<file path="src/rtl/store_buffer_pkg.sv">
// rtl/store_buffer_pkg.sv - access-size encodings, store entry type and byte-span helper for store_buffer
package store_buffer_pkg;

   typedef enum logic [2:0] {
      SZ_B  = 3'b000,
      SZ_H  = 3'b001,
      SZ_W  = 3'b010,
      SZ_BU = 3'b100,
      SZ_HU = 3'b101
   } size_ctr_e;

   localparam int SB_DATA_WIDTH = 32;
   localparam int SB_ADDR_WIDTH = 12;

   typedef struct packed {
      logic [SB_ADDR_WIDTH-1:0] addr;
      logic [1:0]               size;
      logic [SB_DATA_WIDTH-1:0] data;
   } sb_entry_t;

   function automatic logic [2:0] span_bytes(input logic [1:0] size);
      case (size)
         2'b00:   return 3'd1;
         2'b01:   return 3'd2;
         default: return 3'd4;
      endcase
   endfunction

endpackage

</file>
<file path="src/rtl/sb_overlap.sv">
// rtl/sb_overlap.sv - byte-span intersection of one load against one buffered store
module sb_overlap
   import store_buffer_pkg::*;
#(
   parameter int ADDR_WIDTH = 12
)(
   input  logic [ADDR_WIDTH-1:0] load_addr,
   input  logic [1:0]            load_size,
   input  logic [ADDR_WIDTH-1:0] entry_addr,
   input  logic [1:0]            entry_size,
   input  logic                  entry_valid,
   output logic                  hit
);

   // one extra bit so spans ending at the top of the address space never wrap
   logic [ADDR_WIDTH:0] load_end;
   logic [ADDR_WIDTH:0] entry_end;

   assign load_end  = {1'b0, load_addr} + (ADDR_WIDTH+1)'(span_bytes(load_size));
   assign entry_end = {1'b0, entry_addr} + (ADDR_WIDTH+1)'(span_bytes(entry_size));

   assign hit = entry_valid
             && ({1'b0, load_addr} < entry_end)
             && ({1'b0, entry_addr} < load_end);

endmodule

</file>
<file path="src/rtl/store_buffer.sv">
// rtl/store_buffer.sv - pending-store FIFO in front of data memory; STORE_BUFFER_FWD_EN enables load forwarding
module store_buffer
   import store_buffer_pkg::*;
#(
   parameter int DATA_WIDTH = SB_DATA_WIDTH,
   parameter int ADDR_WIDTH = SB_ADDR_WIDTH,
   parameter int DEPTH      = 4
)(
   input  logic                  clk,
   input  logic                  rst_n,
   input  logic                  MemWrite,
   input  logic                  MemRead,
   input  logic [2:0]            SizeCtr,
   input  logic [ADDR_WIDTH-1:0] ALUResult,
   input  logic [DATA_WIDTH-1:0] WriteData,
   output logic                  Stall,
   output logic                  Empty,
   output logic                  MemWriteOut,
   output logic [2:0]            SizeCtrOut,
   output logic [ADDR_WIDTH-1:0] AddrOut,
   output logic [DATA_WIDTH-1:0] WriteDataOut,
   input  logic [DATA_WIDTH-1:0] MemReadData,
   output logic [DATA_WIDTH-1:0] ReadData
);

   localparam int PW = $clog2(DEPTH);

   sb_entry_t        entries [DEPTH];
   logic [PW-1:0]    head, tail;
   logic [PW:0]      count;
   logic [DEPTH-1:0] valid, hit;
   logic             is_load, conflict, fwd, full, enq, pop;

   // an entry is live when its age behind head is below the occupancy
   always_comb begin
      valid = '0;
      for (int i = 0; i < DEPTH; i++)
         valid[i] = ({1'b0, PW'(i) - head}) < count;
   end

   for (genvar g = 0; g < DEPTH; g++) begin : g_ovl
      sb_overlap #(.ADDR_WIDTH(ADDR_WIDTH)) u_ovl (
         .load_addr  (ALUResult),
         .load_size  (SizeCtr[1:0]),
         .entry_addr (entries[g].addr),
         .entry_size (entries[g].size),
         .entry_valid(valid[g]),
         .hit        (hit[g])
      );
   end

   assign is_load  = MemRead && !MemWrite;
   assign conflict = is_load && (|hit);
   assign full     = count == (PW+1)'(DEPTH);
   assign enq      = MemWrite && !full;
   assign pop      = (count != '0) && !(is_load && !conflict);
   assign Stall    = (MemWrite && full) || (conflict && !fwd);
   assign Empty    = count == '0;

`ifdef STORE_BUFFER_FWD_EN
   logic [PW-1:0]         young;
   logic [DATA_WIDTH-1:0] yd, fwd_data;

   // later ages overwrite earlier ones, leaving the youngest overlapping store
   always_comb begin
      young = head;
      for (int k = 0; k < DEPTH; k++)
         if (hit[head + PW'(k)]) young = head + PW'(k);
   end

   assign yd  = entries[young].data;
   assign fwd = conflict && (entries[young].addr == ALUResult)
                         && (entries[young].size == SizeCtr[1:0]);

   always_comb begin
      case (SizeCtr)
         SZ_B:    fwd_data = {{(DATA_WIDTH-8){yd[7]}}, yd[7:0]};
         SZ_H:    fwd_data = {{(DATA_WIDTH-16){yd[15]}}, yd[15:0]};
         SZ_BU:   fwd_data = {{(DATA_WIDTH-8){1'b0}}, yd[7:0]};
         SZ_HU:   fwd_data = {{(DATA_WIDTH-16){1'b0}}, yd[15:0]};
         default: fwd_data = yd;
      endcase
   end

   assign ReadData = fwd ? fwd_data : MemReadData;
`else
   assign fwd      = 1'b0;
   assign ReadData = MemReadData;
`endif

   always_comb begin
      MemWriteOut  = 1'b0;
      SizeCtrOut   = SizeCtr;
      AddrOut      = ALUResult;
      WriteDataOut = entries[head].data;
      if (pop) begin
         MemWriteOut = 1'b1;
         SizeCtrOut  = {1'b0, entries[head].size};
         AddrOut     = entries[head].addr;
      end
   end

   always_ff @(posedge clk or negedge rst_n) begin
      if (!rst_n) begin
         head  <= '0;
         tail  <= '0;
         count <= '0;
      end else begin
         if (enq) tail <= tail + 1'b1;
         if (pop) head <= head + 1'b1;
         case ({enq, pop})
            2'b10:   count <= count + 1'b1;
            2'b01:   count <= count - 1'b1;
            default: count <= count;
         endcase
      end
   end

   always_ff @(posedge clk) begin
      if (enq) entries[tail] <= '{addr: ALUResult, size: SizeCtr[1:0], data: WriteData};
   end

endmodule

</file>
<file path="config.mk">
export PLATFORM = sky130hd
export DESIGN_NAME = store_buffer
export DESIGN_NICKNAME = d
export VERILOG_FILES = /design/src/rtl/store_buffer_pkg.sv /design/src/rtl/sb_overlap.sv /design/src/rtl/store_buffer.sv
export SDC_FILE = /design/constraint.sdc
export NUM_CORES = 1
export LEC_CHECK = 0
export ABC_AREA = 1
export CORE_MARGIN = 1
export CORE_UTILIZATION = 45
export CTS_CLUSTER_SIZE = 30
export DETAILED_ROUTE_END_ITERATION = 7
export PLACE_DENSITY = 0.76
export SETUP_SLACK_MARGIN = 0.2
export SYNTH_ARGS = -nofsm -noshare
export SYNTH_HDL_FRONTEND = slang
export SYNTH_SLANG_ARGS = --single-unit
</file>
<file path="constraint.sdc">
create_clock -name clk -period 5.1 [get_ports clk]
set_input_delay 1.02 -clock clk [delete_from_list [all_inputs] [get_ports clk]]
set_output_delay 1.02 -clock clk [all_outputs]
set_load 0.005 [all_outputs]
</file>
==> flow_summary.yaml <==
cells_and_area:
  final_cells: 1589
  final_cell_area_sq_um: 13900
  fillers: 1984
  area_growth_pct: 24.5
  drive_gt1_frac: 0.164
  utilization: 0.572
  antennaDiodeCount: 0
  fin_nets: 1453
sta:
  worstMarginPinSlew_ns: 0.975
  finalHoldViolations: 0
  maxSlewViolCount: 0
  slew_headroom: 0.348
  max_freq_ghz: 0.188
  fin_crit_ns: 5.32
  setup_slack_ns: -0.222
  setup_viol: 14
  grt_setup_unrepaired: "true"
  fin_crit_sh: 1.04
  finalClockSkew_ns: 0.0142
drt:
  num_vias: 8823
  drtPass1Iterations: 5
  drcViolationCount: 0
  avgRoutedWirePerCell_microns: 18.4
  ant_nets: 0
  drt_iter0_drc: 656
  viasPerCell: 5.55
  routed_wl_microns: 29200
pwr:
  leakage_nw: 5.79
  intPower_mw: 4.10
  p_clk_frac: 0.197
  p_per_area_nw_per_um2: 486
  pwr-share-comb: 0.470
  total_power_mw: 6.78
  peakVddDrop_mv: 0.388
  seqPwrFrac: 0.332
  netSwitchingFraction: 0.395
  power_switching_mw: 2.68
setup_path:
  slowest_stage: "fa_2"
  worstPathRequired_ns: 4.08
  rrSetupSlack_ns: 0.66
  worstReg2RegStart: "entries[2][33]$_DFFE_PP_"
  worstSetupStartpointType: "input pin"
  r2r_end: "count[2]$_DFFE_PN0P_"
  path_cells: "buf_8 -> nor2_4 -> ha_4 -> inv_2 -> fa_2 -> o21ai_4 -> nand3_2 -> xor2_1 -> buf_4 -> ha_1 -> a21oi_1 -> nor2_1 -> nor3_2 -> nand2_1 -> nand2_1 -> nand2_2 -> nor2_4 -> nor2_4 -> nand3_4 -> buf_12 -> buf_8 -> nand3_2 -> nand2_2 -> buf_2"
  crit_start: "SizeCtr[0]"
  endpoint_kind: "output port"
  cp_max_fo: 5
  max_stage_delay_ns: 0.38
  worstPathArrival_ns: 4.30
  worstSetupEndpoint: "AddrOut[5]"
  path_class: "in -> out"
  r2r_cells: 28
  crit_top_cell: "nor2_4"
cts:
  cts_max_path_buffers: 2
  cts_tree: "yes"
  hold_buffers: 0
  numCtsBuffers: 17
  cts_sinks: 191
  cts.htree.levels: 4
  clkTransAtPathRegs_ns: 0.07
  clock_latency_ns: 0.44
  clockRootBuffer: "clkbuf_16"
yosys:
  yosys_warnings: 0
  yosys-top-cells-area: "edfxtp_1 49%, ha_1 13%, nand3_1 7.5%, nand2_1 7.0%, inv_1 3.2%"
  synth-seq-cells: 191
  synth_cells: 1110
  syn-cell-area_sq_um: 11200
  synth_most_common_cell: "nand2_1"
  yosysTopAreaCellShare: 0.493
  yosysSeqAreaShare: 0.509
  synth_edf_count: 184
  syn_nets: 1311
  synth_common_cells: "209 x nand2_1, 184 x edfxtp_1, 168 x nand3_1"
  ys.flop_type: "edfxtp_1"
  syn_avg_cell_area_sq_um: 10.1
  ys_types: 33
  synthArstFlopShare: 0.0366
  synth_area_leader_cell: "edfxtp_1"
global_routing:
  grt_max_degree: 76
  antenna_found_initial: 0
  grt_pass1_vias: 8733
  grt.total_usage: 0.230
  grt_pass1_wl_microns: 45400
  grt-ovfl-total: 0
floorplan:
  start_util: 0.459
  rows: 57
  coreArea_sq_um: 24400
  fp.dieW_microns: 160
  io_pins: 165
  die-height_microns: 160
  die_area_sq_um: 25500
hold_path:
  hold_start: "head[1]$_DFFE_PN0N_"
  min_path_type: "reg -> reg"
placement:
  gp_congestion: 0.909
  io_buffers: 100
  dp_cells: 1536
  placed_area_sq_um: 12800
  hpwl_microns: 19800
outcome:
  outcome: "complete, but fails checks"
  violations: "setup timing"
job:
  maxCapViolations: 0
-- cell usage in the layout (no fill, tap or decap), drive strengths merged, types with 10 or more instances in the layout --
cell,synthesis,layout
a21oi,37,37
a22oi,46,46
buf,35,104
clkbuf,27,17
clkdlybuf4s50,0,77
clkinv,1,10
edfxtp,184,184
ha,112,112
inv,96,102
nand2,210,211
nand3,170,170
nor2,83,83
nor3,12,12
xnor2,10,10
xor2,39,39
-- through the flow --
step	setup WS [ns]	setup TNS [ns]	hold WS (ns)
2_1_floorplan	0.272	0	0.557
3_3_place_gp	-1.10	-18.81	0.556
3_5_place_dp	-1.21	-20.77	0.573
4_1_cts	-0.255	-3.07	0.593
5_1_grt	-0.348	-4.36	0.635
6_report	-0.222	-2.18	0.587
-- state kept, by name, summed over array words and instances, names as in the netlist --
| signal | flops |
|---|---|
| entries | 184 |
| tail | 2 |
| head | 2 |
| count | 3 |
-- cell type report --
class / count / area [sq um] / share of cell area
clock buffers: 17 / 425 / 0.0305
clock inverters: 15 / 189 / 0.0135
inverters: 97 / 369 / 0.0265
multi-input cells: 761 / 5200 / 0.373
flip-flops and latches: 191 / 5700 / 0.409
well taps: 324 / 405 / 0.0291
repair buffers: 184 / 1660 / 0.119
-- kinds of logic after synthesis --
group	Yosys count	synth area share
compound gates	110	0.0650
xor+xnor	49	0.0383
fa+ha+maj	118	0.136
buf+inv	159	0.0651
flops	191	0.509
simple gates	483	0.187
-- critical path: cells and delay by family --
family	cells	cell delay, ns
AO/OA/AOI/OAI	2	0.36
XOR/XNOR	1	0.16
adder cells (fa/ha/maj)	3	0.83
buffers and inverters	6	0.67
AND/OR/NAND/NOR	12	1.25
-- power by group through the flow --
stage | combinational (mW) | clock (mW) | sequential [mW]
2_1_floorplan | 1.68 | 0 | 2.24
3_3_place_gp | 2.97 | 0 | 2.26
3_5_place_dp | 3.02 | 0 | 2.28
4_1_cts | 3.09 | 1.36 | 2.25
5_1_grt | 3.50 | 1.41 | 2.28
6_report | 3.19 | 1.34 | 2.25
-- metal layers --
metal  routed length (microns)  up-vias  global-route usage
met4                      1040        0               0.113
met1                     11700     4186               0.286
met3                      2490       78              0.0535
met2                     14000      393               0.378
li1                          -     4166                   -
met5                         0        -                   0
-- worst min path at each step --
stage                                      to  slack, ns  cells after the start
after global placement    head[1]$_DFFE_PN0N_       0.56                      2
after global routing      head[1]$_DFFE_PN0N_       0.64                      2
after floorplan           tail[1]$_DFFE_PN0P_       0.56                      2
after CTS                 head[1]$_DFFE_PN0N_       0.59                      2
final                     head[1]$_DFFE_PN0N_       0.59                      2
after detailed placement  head[1]$_DFFE_PN0N_       0.57                      2
-- what timing repair did --
item	4_1_cts	5_1_grt
pin swaps	35	23
buffers inserted	13	6
gates resized for setup	139	38
cloned	2	0
endpoints found under the setup margin	20	18
No activity file was read; power rests on OpenSTA's default activity.
